<file path="config.mk">
export PLATFORM = sky130hd
export DESIGN_NAME = cp0_ctrl
export DESIGN_NICKNAME = d
export VERILOG_FILES = /design/src/rtl/cp0_ctrl.sv
export SDC_FILE = /design/constraint.sdc
export NUM_CORES = 1
export LEC_CHECK = 0
export BUFFER_PORTS_ARGS = -buffer_cell sky130_fd_sc_hd__buf_2
export CAP_MARGIN = 20
export CELL_PAD_IN_SITES_DETAIL_PLACEMENT = 1
export CELL_PAD_IN_SITES_GLOBAL_PLACEMENT = 2
export CORE_MARGIN = 2
export CORE_UTILIZATION = 33
export CTS_CLUSTER_DIAMETER = 50
export DETAILED_ROUTE_END_ITERATION = 10
export PLACE_DENSITY_LB_ADDON = 0.1
export SYNTH_ARGS = -nofsm -noshare
export SYNTH_HDL_FRONTEND = slang
export SYNTH_SLANG_ARGS = --single-unit
</file>
<file path="constraint.sdc">
create_clock -name clk -period 4.3 [get_ports clk]
set_clock_uncertainty 0.15 [all_clocks]
set_input_delay 0.645 -clock clk [delete_from_list [all_inputs] [get_ports clk]]
set_output_delay 0.645 -clock clk [all_outputs]
set_load 0.1 [all_outputs]
</file>
<file path="src/rtl/cp0_ctrl.sv">
// MIPS coprocessor-0: Count/Compare timer, Status, Cause, EPC, IRQ and ERET.
// Define CP0_BADVADDR_EN to add the BadVAddr register and exc_badvaddr port.
module cp0_ctrl #(
    parameter int          NUM_IRQ    = 5,
    parameter int          COUNT_DIV  = 2,
    parameter logic [31:0] STATUS_RST = 32'h0000_0000
) (
    input  logic               clk,
    input  logic               rst,
    input  logic [4:0]         rd_cs,
    input  logic [2:0]         rd_sel,
    output logic [31:0]        rd_data,
    input  logic               wr_en,
    input  logic [4:0]         wr_cs,
    input  logic [2:0]         wr_sel,
    input  logic [31:0]        wr_data,
    input  logic               exc_req,
    input  logic [4:0]         exc_code,
    input  logic [31:0]        exc_pc,
`ifdef CP0_BADVADDR_EN
    input  logic [31:0]        exc_badvaddr,
`endif
    input  logic               eret,
    input  logic [NUM_IRQ-1:0] irq_in,
    output logic               int_req,
    output logic [31:0]        epc_out,
    output logic               exl_out
);

    localparam int PW = (COUNT_DIV > 1) ? $clog2(COUNT_DIV) : 1;

    logic [PW-1:0]      psc;
    logic [31:0]        count;
    logic [31:0]        compare;
    logic [31:0]        epc;
    logic [7:0]         im;
    logic               exl;
    logic               ie;
    logic               ip7;
    logic [NUM_IRQ-1:0] ip_hw;
    logic [1:0]         ip_sw;
    logic [4:0]         exccode;

    logic        wr_count, wr_compare, wr_status, wr_cause, wr_epc;
    logic        psc_wrap, count_upd;
    logic [31:0] count_nxt;
    logic [4:0]  hw5;
    logic [31:0] status_v, cause_v;

    assign wr_count   = wr_en && wr_sel == 3'd0 && wr_cs == 5'd9;
    assign wr_compare = wr_en && wr_sel == 3'd0 && wr_cs == 5'd11;
    assign wr_status  = wr_en && wr_sel == 3'd0 && wr_cs == 5'd12;
    assign wr_cause   = wr_en && wr_sel == 3'd0 && wr_cs == 5'd13;
    assign wr_epc     = wr_en && wr_sel == 3'd0 && wr_cs == 5'd14;

    assign psc_wrap  = (psc == PW'(COUNT_DIV - 1));
    assign count_upd = wr_count | psc_wrap;
    assign count_nxt = wr_count ? wr_data
                     : psc_wrap ? count + 32'd1
                     : count;

    always_comb begin
        hw5 = '0;
        hw5[NUM_IRQ-1:0] = ip_hw;
    end

    assign status_v = {16'h0, im, 6'h0, exl, ie};
    assign cause_v  = {16'h0, ip7, hw5, ip_sw, 1'b0, exccode, 2'b00};

    assign int_req = ie & ~exl & |(cause_v[15:8] & im);
    assign epc_out = epc;
    assign exl_out = exl;

`ifdef CP0_BADVADDR_EN
    logic [31:0] badvaddr;

    always_ff @(posedge clk or posedge rst) begin
        if (rst)
            badvaddr <= '0;
        else if (exc_req && (exc_code == 5'd4 || exc_code == 5'd5))
            badvaddr <= exc_badvaddr;
    end
`endif

    always_comb begin
        rd_data = '0;
        if (rd_sel == 3'd0) begin
            case (rd_cs)
`ifdef CP0_BADVADDR_EN
                5'd8:    rd_data = badvaddr;
`endif
                5'd9:    rd_data = count;
                5'd11:   rd_data = compare;
                5'd12:   rd_data = status_v;
                5'd13:   rd_data = cause_v;
                5'd14:   rd_data = epc;
                default: rd_data = '0;
            endcase
        end
    end

    always_ff @(posedge clk or posedge rst) begin
        if (rst) begin
            psc <= '0;
            count <= '0;
            compare <= '0;
        end else begin
            psc <= count_upd ? '0 : psc + PW'(1);
            count <= count_nxt;
            if (wr_compare)
                compare <= wr_data;
        end
    end

    // Match is only taken when Count actually changes, so a stalled
    // Count sitting on Compare does not re-raise IP7 after a clear.
    always_ff @(posedge clk or posedge rst) begin
        if (rst) begin
            ip7 <= 1'b0;
            ip_hw <= '0;
            ip_sw <= '0;
            exccode <= '0;
        end else begin
            if (wr_compare)
                ip7 <= 1'b0;
            else if (count_upd && count_nxt == compare)
                ip7 <= 1'b1;
            ip_hw <= irq_in;
            if (wr_cause)
                ip_sw <= wr_data[9:8];
            if (exc_req)
                exccode <= exc_code;
        end
    end

    always_ff @(posedge clk or posedge rst) begin
        if (rst) begin
            im <= STATUS_RST[15:8];
            exl <= STATUS_RST[1];
            ie <= STATUS_RST[0];
            epc <= '0;
        end else begin
            if (wr_status) begin
                im <= wr_data[15:8];
                ie <= wr_data[0];
            end
            if (exc_req)
                exl <= 1'b1;
            else if (eret)
                exl <= 1'b0;
            else if (wr_status)
                exl <= wr_data[1];
            if (exc_req && !exl)
                epc <= exc_pc;
            else if (wr_epc)
                epc <= wr_data;
        end
    end

endmodule
</file>
* Word-level counts from Yosys, hierarchy flattened *
Cells that the tools add are included.

storage, ports and cells
  output and inout bits = 66
  input port bits = 95
  word-level logic and storage cells = 56
  register bits after elaboration = 120

cells by class
  equality and inequality tests = 11
  mux-type cells = 12
  reductions and logical operators = 15
  bitwise logic cells = 5
  add/subtract/negate cells = 2

operators by type and width
  kind                   count
  $mux 32                5
  $pmux 32 s5            1
  $eq 5x4->1 const B     10
  $add 32x1->32 const B  1
  $eq 32x32->1           1
  $and 8x8->8            1
  $logic_and 1x1->1      8
  $reduce_or 8->1        1
  $logic_not 3->1        2
  $mux 1                 6
  $reduce_bool 2->1      2
  $reduce_bool 3->1      1
  $and 1x1->1            2
  $add 1x1->1 const B    1
  $logic_not 1->1        1
  $not 1->1              1
  $or 1x1->1             1

* Logic depth before layout (Yosys ltp) *
  word-level depth = 8
  gate-level depth with buffers = 11
  gate-level depth less buffers = 9

* Worst setup path after synthesis *
Ideal clock, no wire load.

  path type = register to output
  start = register exl (netlist: exl_out)
  end = output int_req
  stages on the path, launching flop included = 2
  data arrival time = 3209 ps
  path slack = 296 ps
  buffers on the path = 0
  required time = 3505 ps
  cells stage by stage = dfrtp_1 a311oi_1

between the ends
  word-level cells in the longest chain between the ends = 3

RTL lines
  what                      line  RTL
  from (decl)               37    logic exl;
  from (signal assigned)    139   exl <= STATUS_RST[1];
  from (signal assigned)    152   exl <= wr_data[1];
  $not 1->1                 70    assign int_req = ie & ~exl & |(cause_v[15:8] & im);
  $and 1x1->1 (2 in a row)  70
  to (decl)                 25    output logic int_req,

No other way between the ends.

* Final worst setup path *
  start = input rd_cs[0]
  end = output rd_data[5]

between the ends
  word-level cells in the longest chain between the ends = 3

RTL lines
  what             line  RTL
  from (decl)      10    input logic [4:0] rd_cs,
  $eq 5x4->1       88    case (rd_cs)
  $pmux 32 s5 (*)  88
  $mux 32 (*)      87    if (rd_sel == 3'd0) begin
  to (decl)        12    output logic [31:0] rd_data,

Every way passes the cells marked *; elsewhere a longest branch is shown, timed or not.

==> implementation parameters <==
Parameter                              Value

Routing
  Initial detailed-routing violation count    362
  Routed wire length per instance    about 23 um
  Detailed Route WL    28100 um
  DRC viols    0
  Vias after detailed routing    roughly 6800
  Remaining number of nets flagged by the antenna check after routing    0
  Via-to-Cell Ratio    5.48
  Length of the first detailed-routing pass in iterations    4

Floorplanning
  Area enclosed by the die boundary    0.0236 sq mm
  CORE AREA    0.0219 sq mm
  Top-level port count    ~160
  Die width    153 um
  Overall die height    153 um
  Initial Utilization    0.337
  Standard-cell row count    54

Setup path
  Most frequent CP cell    sky130_fd_sc_hd__nor2_1
  Slowest-stage cell, CP    sky130_fd_sc_hd__or3_1
  Cell-by-cell trace of the critical path    buf_2 > inv_1 > or3_1 > buf_4 > nor2_1 > a221oi_1 > nor2_1 > buf_12
  Worst Setup End Kind    primary output
  Startpoint Class    input port
  Reg-to-reg slack, setup    0.67 ns
  Crit Reg-Reg Endpoint    ip7
  Critical path fanouts, max    28
  Number of cells traversed by the worst register-to-register path    9
  Peak per-stage delay on the critical path    0.82 ns
  WP data required    3.50 ns
  Type of the worst setup path    input port to primary output
  Startpoint of the worst-slack reg-to-reg timing path    count[10]
  Worst Path Arrival    between 2 and 3 ns

Power
  Worst vdd ir    approximately 0.00024 V
  PwrDens    500 mW/mm^2
  Portion of total power attributed to the clock network    0.312
  Reported net switching power    1990 uW
  Combinational group share of total power    0.338
  Power after layout    4620 uW
  Cell Int Power    2630 uW
  Sequential Power Share    0.350
  Leakage power    ~0.0039 uW
  Switching share of total power    0.431

Cells and area
  Fill cell count    roughly 2600
  Antenna diode instance count    0
  Post-route non-filler standard cell count    1232
  Layout cells sized above 1    0.285
  Count of nets after finishing    1035
  Commonest non-fill, non-tap cells in the layout    sky130_fd_sc_hd__buf_2, sky130_fd_sc_hd__dfrtp_1, sky130_fd_sc_hd__nor2_1
  Most common cell after layout, fill and taps aside    sky130_fd_sc_hd__buf_2
  Area growth syn-to-layout    25.3%

Clock network
  Clock sink count    120
  Root buffer selected by CTS    sky130_fd_sc_hd__clkbuf_16
  CTS tree    yes
  TritonCTS buffer count    17
  Number of buffers inserted by post-CTS setup repair    0
  Clock-pin slew on the worst setup and hold paths    0.07 ns
  H-Tree Level Count    4
  Cts-stage hold buffer count    0
  Clock Path Buffers    2
  Clock Latency Late Sink    0.43 ns
  Post-CTS Resized    0

Logic synthesis
  Most instantiated flip-flop cell in the synthesis netlist    sky130_fd_sc_hd__dfrtp_1
  Cell accounting for the most synthesized area    sky130_fd_sc_hd__dfrtp_1
  Gate count of the mapped netlist    793
  Synth top area cells    sky130_fd_sc_hd__dfrtp_1, sky130_fd_sc_hd__mux2i_1, sky130_fd_sc_hd__mux2_2, sky130_fd_sc_hd__xnor2_1, sky130_fd_sc_hd__nor2_1
  Number of different library cells in the post-synthesis netlist    56
  Post-synthesis register bit count    120
  Share of the synthesized area in the top cell type    0.407
  Share of flip-flops with an asynchronous set or reset    1.00
  Cell area after technology mapping    0.00737 sq mm
  Number of synthesized flops with an enable pin    0
  Total nets after synthesis    889
  Seq/Total Area, Yosys    0.407
  Average cell area after synthesis    around 9.3 sq um
  Number of warnings issued by yosys    0

STA
  Final hold viol count    0
  Setup_tns    0 ns
  Slew Limit Headroom    0.304
  Unrepaired setup endpoints after global routing    false
  Pin slew with the least headroom to its limit    1.04 ns
  Fmax    ~0.27 GHz
  Finish-stage setup viols    0
  Final worst path period need    approximately 3.7 ns
  Fin. max-slew vios    0
  Min Hold Slack    0.162 ns
  Ratio of final minimum period to clock period    0.850

Global routing
  Initial antenna violation count    0
  GR Overflow Total    0
  GRT Total Usage    0.243
  Maximum number of pins on one net before global-route repair    71
  First-pass GRT wire length    43700 um
  Via count of the first global-routing pass    roughly 7300

Place
  Number of buffers added on ports    160
  Placer's final routability congestion estimate    0.892
  Post-placement cell count    1200
  Detail Placement HPWL    21200 um

Hold path
  Hold Crit Class    input port to asynchronous set/reset pin

Job
  Number of max-cap violations    0

Status
  Result of the run    complete, no violations
## how the worst max path moves through the flow
stage | startpoint | to | slack [ns] | cells after the start
global route | count[10] | ip7 | 0.51 | 8
finish | rd_cs[0] | rd_data[5] | 0.65 | 8
detailed placement | wr_sel[1] | ip7 | 0.41 | 9
floorplan | exl_out | int_req | 0.30 | 1
global placement | wr_sel[1] | ip7 | 0.48 | 9
CTS | rd_cs[0] | rd_data[0] | 0.65 | 7
## critical path, delay by kind of cell
kind | cells | cell delay, ns
and+or+nand+nor | 3 | 1.17
buffers and inverters | 4 | 0.97
AOI/OAI and AO/OA | 1 | 0.06
## synth_stat cells (9+ instances only)
cell                       number
sky130_fd_sc_hd__a21oi_1       46
sky130_fd_sc_hd__a221oi_1       9
sky130_fd_sc_hd__clkbuf_1      36
sky130_fd_sc_hd__dfrtp_1      120
sky130_fd_sc_hd__inv_1         12
sky130_fd_sc_hd__mux2_2        47
sky130_fd_sc_hd__mux2i_1       75
sky130_fd_sc_hd__nand2_1       70
sky130_fd_sc_hd__nand3_1       14
sky130_fd_sc_hd__nand4_1       11
sky130_fd_sc_hd__nor2_1        93
sky130_fd_sc_hd__nor2b_1       11
sky130_fd_sc_hd__nor3_1        10
sky130_fd_sc_hd__nor4_1        15
sky130_fd_sc_hd__o21ai_0       53
sky130_fd_sc_hd__o22ai_1       13
sky130_fd_sc_hd__xnor2_1       44
sky130_fd_sc_hd__xor2_1        20
## sequential cells by signal, indices dropped and copies added, names as in the netlist
register	flops
exccode	5
ip_sw	2
psc	1
count	32
exl_out	1
im	8
epc_out	32
compare	32
hw5	5
ip7	1
ie	1
## cells by family after synthesis
logic type | Yosys count | synth area share
xor gates and xnor gates | 64 | 0.0760
DFF | 120 | 0.407
adders and majority gates | 1 | 0.00170
muxes | 122 | 0.174
and+or+nand+nor | 260 | 0.170
AOI/OAI and AO/OA | 162 | 0.137
buffers and inverters | 64 | 0.0345
## routing by layer
| layer | GRT usage | vias to the layer above | share of wire | routed length [um] |
|---|---|---|---|---|
| met1 | 0.298 | 3391 | 0.42 | 11900 |
| met2 | 0.423 | 174 | 0.51 | 14200 |
| met4 | 0.0874 | 0 | 0.029 | 824 |
| li1 | - | 3148 | - | - |
| met5 | 0 | - | 0 | 0 |
| met3 | 0.0491 | 38 | 0.040 | 1140 |
## per-stage QoR
step	area (sq um)	setup slack (ns)	util
global route	9240	0.505	0.422
floorplan	7370	0.296	-
CTS	9240	0.654	0.422
global placement	8660	0.482	0.396
finish	9240	0.646	0.422
detailed placement	8660	0.413	0.396
## layout make-up
cell class	instances	area (sq um)	area share
clock buffer	18	439	0.0475
clock inverter	14	139	0.0150
inverter	12	47.5	0.00515
multi-input combinational	609	4140	0.448
sequential	120	3000	0.325
tap	280	350	0.0379
timing repair buffer	179	1120	0.121
## power groups by stage
| stage | Sequential, uW | Clock (uW) | Combinational, uW |
|---|---|---|---|
| 4_1_cts | 1620 | 1470 | 1560 |
| 5_1_grt | 1650 | 1520 | 1680 |
| 3_3_place_gp | 1620 | 0 | 1530 |
| 2_1_floorplan | 1900 | 0 | 801 |
| 3_5_place_dp | 1630 | 0 | 1550 |
| 6_report | 1620 | 1440 | 1560 |
(Power assumes the default switching activity.)
